[config.mk]
export PLATFORM = sky130hd
export DESIGN_NAME = sync_frame_tx
export DESIGN_NICKNAME = d
export VERILOG_FILES = /design/src/rtl/sync_frame_tx.sv
export SDC_FILE = /design/constraint.sdc
export NUM_CORES = 1
export LEC_CHECK = 0
export BUFFER_PORTS_ARGS = -buffer_cell sky130_fd_sc_hd__buf_4
export CORE_MARGIN = 3
export CORE_UTILIZATION = 35
export CTS_CLUSTER_SIZE = 20
export DETAILED_ROUTE_END_ITERATION = 7
export RECOVER_POWER = 50
export SLEW_MARGIN = 20
export SYNTH_ARGS = -nofsm -noshare
export SYNTH_HDL_FRONTEND = slang
export SYNTH_SLANG_ARGS = --single-unit
[constraint.sdc]
create_clock -name clk -period 2.3 [get_ports clk]
set_input_delay 0.46 -clock clk [delete_from_list [all_inputs] [get_ports clk]]
set_output_delay 0.46 -clock clk [all_outputs]
set_load 0.02 [all_outputs]
[src/rtl/sync_frame_tx.sv]
// Framed serial TX: 1011 sync then DATA_W payload bits MSB first; SYNC_FRAME_TX_PARITY_EN appends an even-parity bit.
// First bit on dout the cycle after accept; start is ignored (not queued) while busy; all outputs registered.
module sync_frame_tx #(
    parameter int         DATA_W   = 8,
    parameter logic [3:0] SYNC_PAT = 4'b1011,
    parameter logic       IDLE_LVL = 1'b0
) (
    input  logic              clk,
    input  logic              rst,
    input  logic              start,
    input  logic [DATA_W-1:0] data_in,
    output logic              ready,
    output logic              dout,
    output logic              sync_active,
    output logic              busy,
    output logic              done
);
    localparam int CNT_W = (DATA_W > 1) ? $clog2(DATA_W) : 1;
    localparam logic [CNT_W-1:0] LAST = CNT_W'(DATA_W - 1);

`ifdef SYNC_FRAME_TX_PARITY_EN
    typedef enum logic [1:0] {IDLE, SYNC, DATA, PAR} state_t;
    logic par_q, par_nxt;
`else
    typedef enum logic [1:0] {IDLE, SYNC, DATA} state_t;
`endif

    state_t            state, state_nxt;
    logic [1:0]        scnt, scnt_nxt;
    logic [CNT_W-1:0]  dcnt, dcnt_nxt;
    logic [DATA_W-1:0] shreg, shreg_nxt;
    logic              dout_q, dout_nxt;
    logic              sync_q, sync_nxt;
    logic              busy_q, busy_nxt;
    logic              done_q, done_nxt;
    logic [1:0]        sidx;
    logic              fin;

    always_ff @(posedge clk) begin
        if (rst) begin
            state  <= IDLE;
            scnt   <= '0;
            dcnt   <= '0;
            shreg  <= '0;
            dout_q <= IDLE_LVL;
            sync_q <= 1'b0;
            busy_q <= 1'b0;
            done_q <= 1'b0;
`ifdef SYNC_FRAME_TX_PARITY_EN
            par_q  <= 1'b0;
`endif
        end else begin
            state  <= state_nxt;
            scnt   <= scnt_nxt;
            dcnt   <= dcnt_nxt;
            shreg  <= shreg_nxt;
            dout_q <= dout_nxt;
            sync_q <= sync_nxt;
            busy_q <= busy_nxt;
            done_q <= done_nxt;
`ifdef SYNC_FRAME_TX_PARITY_EN
            par_q  <= par_nxt;
`endif
        end
    end

    always_comb begin
        state_nxt = state;
        scnt_nxt  = scnt;
        dcnt_nxt  = dcnt;
        shreg_nxt = shreg;
        dout_nxt  = dout_q;
        sync_nxt  = sync_q;
        busy_nxt  = busy_q;
        done_nxt  = 1'b0;
        fin       = 1'b0;
        // Index of the sync bit to present next: bit (3 - (scnt + 1)).
        sidx      = 2'd2 - scnt;
`ifdef SYNC_FRAME_TX_PARITY_EN
        par_nxt   = par_q;
`endif
        case (state)
            IDLE: begin
                if (start) begin
                    state_nxt = SYNC;
                    shreg_nxt = data_in;
                    scnt_nxt  = 2'd0;
                    dout_nxt  = SYNC_PAT[3];
                    sync_nxt  = 1'b1;
                    busy_nxt  = 1'b1;
`ifdef SYNC_FRAME_TX_PARITY_EN
                    par_nxt   = ^data_in;
`endif
                end
            end
            SYNC: begin
                if (scnt == 2'd3) begin
                    state_nxt = DATA;
                    dcnt_nxt  = '0;
                    dout_nxt  = shreg[DATA_W-1];
                    shreg_nxt = shreg << 1;
                    sync_nxt  = 1'b0;
                end else begin
                    scnt_nxt  = scnt + 2'd1;
                    dout_nxt  = SYNC_PAT[sidx];
                end
            end
            DATA: begin
                if (dcnt == LAST) begin
`ifdef SYNC_FRAME_TX_PARITY_EN
                    state_nxt = PAR;
                    dout_nxt  = par_q;
`else
                    fin       = 1'b1;
`endif
                end else begin
                    dcnt_nxt  = dcnt + CNT_W'(1);
                    dout_nxt  = shreg[DATA_W-1];
                    shreg_nxt = shreg << 1;
                end
            end
`ifdef SYNC_FRAME_TX_PARITY_EN
            PAR: fin = 1'b1;
`endif
            default: state_nxt = IDLE;
        endcase
        // Frame end: line returns to idle level and ready rises alongside the done pulse.
        if (fin) begin
            state_nxt = IDLE;
            dout_nxt  = IDLE_LVL;
            sync_nxt  = 1'b0;
            busy_nxt  = 1'b0;
            done_nxt  = 1'b1;
        end
    end

    assign dout        = dout_q;
    assign sync_active = sync_q;
    assign busy        = busy_q;
    assign ready       = ~busy_q;
    assign done        = done_q;
endmodule
After elaboration in Yosys (flattened, before gate mapping) --
Index checks and enable logic that the tools add are counted. Widths: inputs -> output; s select.
Cells by class: add/subtract/negate cells 3, magnitude comparators 1, eq/ne operators 8, muxes and demuxes 24, bitwise operators 2, reduce and logical (&&, ||, !) cells 12
Operator list (count):
- $mux 8 | 3
- $pmux 8 s3 | 1
- $reduce_and 3->1 | 5
- $mux 1 | 8
- $mux 2 | 4
- $ne 2x2->1 const B | 4
- $mux 3 | 2
- $pmux 2 s3 | 1
- $pmux 3 s2 | 1
- $eq 2x2->1 const B | 2
- $pmux 2 s2 | 1
- $reduce_and 4->1 | 1
- $reduce_bool 2->1 | 2
- $add 3x1->3 const B | 1
- $eq 3x3->1 const B | 1
- $lt 2x3->1 const B | 1
- $pmux 1 s3 | 1
- $reduce_bool 3->1 | 1
- $add 2x1->2 const B | 1
- $bmux 1 s2 | 1
- $eq 2x1->1 const B | 1
- $logic_not 2->1 | 1
- $not 1->1 | 2
- $pmux 1 s2 | 1
- other kinds (3) | 3
Storage, ports and cells: bits in registers 19, bits of input ports 11, output and inout bits 5, word-level logic and storage cells 58

Logic depth before layout (Yosys ltp) --
Gate-level depths: netlist (run 1).
depth in word-level cells 5, mapped depth 7, mapped depth without buffers 5

Worst setup path before layout (run 1) --
OpenSTA, ideal clock, no wires.
path type reg2reg, start point reg state[0], end point reg shreg[0], arrival 1.559 ns, data required time 2.228 ns, path slack 0.669 ns, cell stages (with the launch flop) 7, path buffers 1, cells stage by stage dfxtp_1 > inv_1 > ha_1 > buf_6 > and2_4 > nor4_4 > mux2i_1
On the way: cells in the longest elaborated chain, start to end 3
Ends and longest elaborated chain:
- start, declared | line 28 | state_t state, state_nxt;
- start signal, assigned | line 53 | state <= state_nxt;
- $eq 2x2->1 (tied with other cells) | line 82 | case (state)
- $ne 2x2->1 (no source line) or $reduce_bool 3->1 (tied branches)
- $reduce_and 4->1 (no source line)
- end signal, assigned | line 56 | shreg <= shreg_nxt;
- end, declared | line 31 | logic [DATA_W-1:0] shreg, shreg_nxt;
Parallel ways exist; a longest one is shown, timed or not. A chain may end at the register's enable or synchronous reset.

Worst setup path in the final report (run 1) --
start point reg state[0], end point reg shreg[6]
Same word-level chain as after synthesis.

==> results of run 1 <==
[kinds of logic (layout without fill, tap and decap cells)]
group	count (synthesis)	count (layout)	share of synthesized area, %
compound gates	34	34	23.4
simple gates	28	28	14.8
flops	19	19	36.0
buf+inv	15	29	6.39
fa+ha+maj	10	10	11.8
mux	8	8	7.57
[flip-flops by register name, indices dropped and copies added (netlist names)]
register	cells
busy	1
dcnt	3
done	1
dout	1
scnt	2
shreg	8
state	2
sync_active	1
[critical path, delay by kind of cell (launching register included)]
kind / cells / cell delay [ns]
compound gates: 1 / 0.16
fa+ha+maj: 1 / 0.32
simple gates: 2 / 0.73
buf+inv: 1 / 0.11
flops: 1 / 0.42
[power by group]
group	total, uW	leakage (uW)	switching [uW]	internal, uW
combinational	217	0.000292	126	90.9
sequential	385	0.000156	21.3	364
clock	174	0.0000177	109	64.8
[layout make-up]
cell class,instances,area [um^2],share of cell area (%)
Sequential cell,19,380,31.9
Inverter,9,33.8,2.84
Tap cell,31,38.8,3.26
Clock inverter,1,5.00,0.420
Clock buffer,3,22.5,1.89
Timing Repair Buffer,16,101,8.51
Multi-Input combinational cell,80,609,51.2
[path summary, 6_finish.rpt]
kind / from / end / cells after the start
max: state[0] / shreg[6] / 5
min: rst / shreg[7] / 2
max reg2reg: state[0] / shreg[6] / 5
min reg2reg: shreg[0] / shreg[0] / 2
[per-stage QoR]
stage | worst slack [ns] | hold WS (ns) | util (%)
2_1_floorplan | 0.669 | 0.434 | -
3_3_place_gp | 0.531 | 0.451 | 41.8
3_5_place_dp | 0.470 | 0.455 | 41.8
4_1_cts | 0.465 | 0.404 | 42.8
5_1_grt | 0.300 | 0.414 | 42.1
6_report | 0.442 | 0.421 | 42.1
[cell usage after synthesis (all sizes together), types with 3 or more instances]
cell type,count,area (um^2)
a41oi,7,61.3
o31ai,5,37.5
a21oi,7,35.0
nor2,5,18.8
buf,4,26.3
ha,10,125
dfxtp,19,380
nand4,3,18.8
a211oi,8,60.1
nand2,8,30.0
mux2i,8,80.1
inv,9,33.8
[routing by layer]
metal / share of wire, % / GRT usage [%]
met1: 47 / 19.9
met2: 48 / 23.7
met3: 4.0 / 3.83
met4: 0.71 / 3.72
met5: 0 / 0
[cell usage in the layout, fill, tap and decap left out, types with 5 or more instances in the layout]
cell | synthesis | layout
a41oi_1 | 7 | 7
o31ai_1 | 5 | 5
nand2_1 | 8 | 8
a21oi_1 | 7 | 7
buf_4 | 0 | 11
mux2i_1 | 8 | 8
inv_1 | 9 | 9
ha_1 | 10 | 10
dfxtp_1 | 19 | 19
clkbuf_1 | 2 | 5
a211oi_1 | 8 | 8
nor2_1 | 5 | 5
==> results.toml, run 1 <==
[floorplanning]
design.portCount = 16
chipWidth_um = 61.0
die_h_um = 61.0
start_util_pct = 37.4
std_cell_rows = 19
design.core.area_um2 = 2830
fp.dieArea_um2 = 3720

[final_layout]
drive_above_1_share_pct = 13.3
nFillCells = 279
final-instance-count-excl-fill = 159
design.final.nets = 150
antennaDiodeCount = 0
finished_cell_area_um2 = 1190
syn_to_final_growth_pct = 12.7

[worst_setup_path]
critical_path.startpoint_type = "register"
critical_path.slowest_cell = "nor4_4"
worst_path_largest_cell_delay_ns = 0.50
endpoint_kind = "register"
crit_path_max_fanout = 9
path_class = "reg -> reg"
worstPathCellList = "inv_1 > ha_1 > and2_4 > nor4_4 > a211oi_1"
critPathArrivalTime_ns = 2.03
worst-endpoint-required_ns = 2.47
r2r_setup_slack_ns = 0.44

[synth]
synthesis.yosys.warnings = 0
cell_count_after_synthesis = 114
syn_nets = 135
postSynth.topFlopCell = "dfxtp_1"
number_of_enable_type_register_cells_in_the_synthesized_netlist = 0
synthesis.area_per_instance_um2 = 9.27
post_synth_instance_area_um2 = 1060
synth-seq-cells = 19
async_sr_flop_fraction_pct = 0
yosysSeqAreaShare_pct = 36.0
netlist_cell_types = 28

[job]
count_of_maximum_capacitance_violations = 0

[pwr]
post-layout-total-power_uw = 776
ir_worst_vdd_v = 0.000390
power_per_cell_area_nw_per_um2 = 652
leakagePower_uw = 0.000466

[drt]
post_drt_wl_per_cell_um = 15.1
drt-vias-per-instance = 5.83
drtIter0Drc = 30
wirelength_mm = 2.40
route.vias.total = 927
detail-route-antenna-nets = 0
route.detailed.drc = 0
drt_pre_antenna_iters = 4

[sta]
finalHoldViolations = 0
final.setup_skew_ns = 0.00891
fmaxAchievable_mhz = 538
timing.slew.headroom_pct = 60.4
timing.final.crit_period_ns = 1.86
timing.setup.tns_ns = 0
worst_slew_pin_slew_ns = 0.593
final.period_utilization_pct = 80.8
timing_max_transition_violations_final = 0
rsz0062_at_grt = "false"
setup_viol_count_final = 0

[clock_tree]
cts-root-to-sink-buffers = 2
clock_tree.root_cell = "clkbuf_4"
numCtsBuffers = 3
cts.repair_timing.setup_buffer_count = 0
insertion_delay_ns = 0.30
holdBufCountCts = 0
tritoncts_num_sinks = 19
number_of_gates_given_a_new_drive_strength_after_cts = 0
tritoncts = "done"
cts.clk_slew.worst_paths_ns = 0.12
htree_levels = 1

[grt]
globalRouteTotalUtil_pct = 14.8
grt_start_max_net_pins = 14
first_global_vias = 882
antenna_found_initial = 0
grt_pass1_wl_mm = 4.13
grt-ovfl-total = 0

[hold_path]
worst_hold_path_type = "in -> reg"

[outcome]
result_of_the_run = "finished, final reports clean"

[placed_design]
post_dp_cell_area_um2 = 1180
portBuffers = 15
place.detailed.hpwl_mm = 1.78
gp_congestion = 0.854
numPlacedInstances = 155
Power figures use the tool's default switching activity.
==> run 2, diff against run 1 <==
- ABC_AREA: unset -> 1
- clock period: 2.3 -> 1.6 ns (I/O delays scaled with it)
==> run 2 against run 1 <==
Global-route usage shrank 2.8 points. Area after synthesis grew 8.3%. Maximum frequency grew 26%. Clock power grew 48%. First-iteration DRC count grew 73%. Sequential cell count is the same. Critical endpoint is now shreg[3]. Highest routed layer unchanged.
==> results.toml, run 2 <==
[sta]
fmaxAchievable_mhz = 678
final.setup_skew_ns = 0.00859
timing.slew.headroom_pct = 80.3
finalHoldViolations = 0
fin_worst_hold_slack_ns = 0.203
rsz0062_at_grt = "false"
setup_viol_count_final = 0
worst_slew_pin_slew_ns = 0.293
final.period_utilization_pct = 92.2
timing_max_transition_violations_final = 0
timing.final.crit_period_ns = 1.47

[floorplanning]
design.portCount = 16
start_util_pct = 37.2
chipWidth_um = 63.2
design.core.area_um2 = 3080
die_h_um = 63.2
fp.dieArea_um2 = 3990
std_cell_rows = 20

[final_layout]
syn_to_final_growth_pct = 17.9
design.final.nets = 204
mostFrequentLayoutCells = "nand2_1 (43), inv_1 (22), a21oi_1 (17), dfxtp_1 (17), nor2_1 (14)"
seq_area_um2 = 383
multi_input_area_um2 = 663
layout_top_registers = "shreg (8), dcnt (3)"
nFillCells = 330
drive_above_1_share_pct = 22.5
largest-register = "shreg"
layout_commonest_cell = "nand2_1"
largest_register_ffs = 8
antennaDiodeCount = 0
final_core_utilization_pct = 43.9

[synth]
syn_nets = 182
netlist.top_cell.by_area = "dfxtp_1"
netlist_cell_types = 18
postSynth.topFlopCell = "dfxtp_1"
yosysMostFrequentCell = "nand2_1"
number_of_enable_type_register_cells_in_the_synthesized_netlist = 0
synth_top_cells_by_count = "nand2_1 (43), inv_1 (23), dfxtp_1 (19)"
async_sr_flop_fraction_pct = 0
synthDominantCellAreaShare_pct = 33.2
post_synth_instance_area_um2 = 1140
cell_count_after_synthesis = 161
synth_area_leaders = "dfxtp_1 (33%), nand2_1 (14%), ha_1 (11%)"
synthesis.area_per_instance_um2 = 7.11
synthesis.yosys.warnings = 0
synth-seq-cells = 19
yosysSeqAreaShare_pct = 33.2

[pwr]
ir_worst_vdd_v = 0.000701
leakagePower_uw = 0.000706
power_per_cell_area_nw_per_um2 = 1800

[clock_tree]
cts.clk_slew.worst_paths_ns = 0.12
insertion_delay_ns = 0.31
tritoncts_num_sinks = 19
holdBufCountCts = 0
cts-root-to-sink-buffers = 2
tritoncts = "done"
htree_levels = 1
numCtsBuffers = 3
clock_tree.root_cell = "clkbuf_4"

[job]
count_of_maximum_capacitance_violations = 0

[placed_design]
gp_congestion = 0.809
place.detailed.hpwl_mm = 1.70
portBuffers = 15

[worst_setup_path]
worst-r2r-cell-count = 9
r2r_setup_slack_ns = 0.13
critPathArrivalTime_ns = 1.69
endpoint_kind = "register"
critical_path.startpoint_type = "register"
crit-reg2reg-capture = "shreg[3]"
r2r-start = "dcnt[0]"
crit_start = "dcnt[0]"
cp-endpoint = "shreg[3]"
crit_path_max_fanout = 9
path_class = "reg -> reg"
worst-endpoint-required_ns = 1.82

[drt]
wirelength_mm = 2.29
post_drt_wl_per_cell_um = 10.1
drt-vias-per-instance = 4.58
drtIter0Drc = 52
detail-route-antenna-nets = 0
route.detailed.drc = 0
drt_pre_antenna_iters = 4
route.vias.total = 1035

[outcome]
result_of_the_run = "finished, final reports clean"

[grt]
first_global_vias = 965
grt_pass1_wl_mm = 3.98
grt_start_max_net_pins = 17
globalRouteTotalUtil_pct = 12.1
antenna_found_initial = 0
grt-ovfl-total = 0

[hold_path]
worst_hold_path_type = "in -> reg"
==> run 2: cell types whose count changed after synthesis, sizes merged, moves of 8 or more <==
cell / delta
mux2i: -8
nand2: +42
a21oi: +10
inv: +15
a211oi: -8
nor2: +18
==> run 2: per-stage QoR <==
stage | worst slack, ns | TNS (ns) | area [um^2] | power (uW) | instances
after floorplan | 0.165 | 0 | 1140 | 1840 | 161
after global routing | 0.0222 | 0 | 1350 | 2700 | 226
final | 0.126 | 0 | 1350 | 2430 | 226
after detailed placement | -0.0523 | -0.0946 | 1290 | 2050 | 219
after global placement | 0.0714 | 0 | 1290 | 2010 | 219
after CTS | 0.0180 | 0 | 1330 | 2320 | 223
==> run 2: metal layers <==
layer  global-route usage [%]  wire length (um)  vias up
met2                     20.6              1120       13
met4                     3.23                24        0
met5                        0                 0        -
met3                     4.10               105        4
met1                     14.5              1040      476
li1                         -                 -      542
==> run 2: report_power, final <==
part	switching, uW	internal, uW	leakage, uW	total [uW]
Sequential	111	635	0.000157	746
Combinational	851	574	0.000531	1420
Clock	164	93.4	0.0000177	258
==> run 2: repair_timing <==
action / in CTS / in global routing
setup buffers: 0 / 3
pin swaps: 0 / 1
endpoints found under the setup margin: 3 / 13
gates resized for setup: 1 / 9
==> run 2: layout make-up <==
type | count | area share [%]
tap | 44 | 4.08
timing repair buffer | 19 | 9.45
clock inverter | 1 | 0.371
clock buffer | 3 | 1.67
multi-input combinational | 115 | 49.1
inverter | 25 | 6.95
sequential | 19 | 28.4
==> run 2: how the worst min path moves through the flow <==
stage,from,to,slack (ns),depth (start not counted)
after CTS,rst,done,0.19,2
final,rst,dcnt[2],0.20,2
after global routing,rst,dcnt[2],0.19,2
after detailed placement,sync_active,sync_active,0.46,2
after floorplan,rst,dcnt[0],0.39,1
after global placement,sync_active,sync_active,0.45,2
==> run 2: kinds of logic (layout without fill, tap and decap cells) <==
kind of cell	after synthesis	after routing	synth area share, %
buffers and inverters	27	48	10.4
AOI/OAI and AO/OA	18	18	7.87
DFF	19	19	33.2
adders and majority gates	10	10	10.9
and+or+nand+nor	87	87	37.6
==> run 2: worst max-delay path: stages, from the launching register on <==
cell	delay (ns)
dfxtp_1	0.35
ha_1	0.20
ha_1	0.22
nand2_4	0.08
nand2_4	0.06
nor2_8	0.14
buf_6	0.17
nand2_2	0.05
nand2_1	0.07
nor2_2	0.04
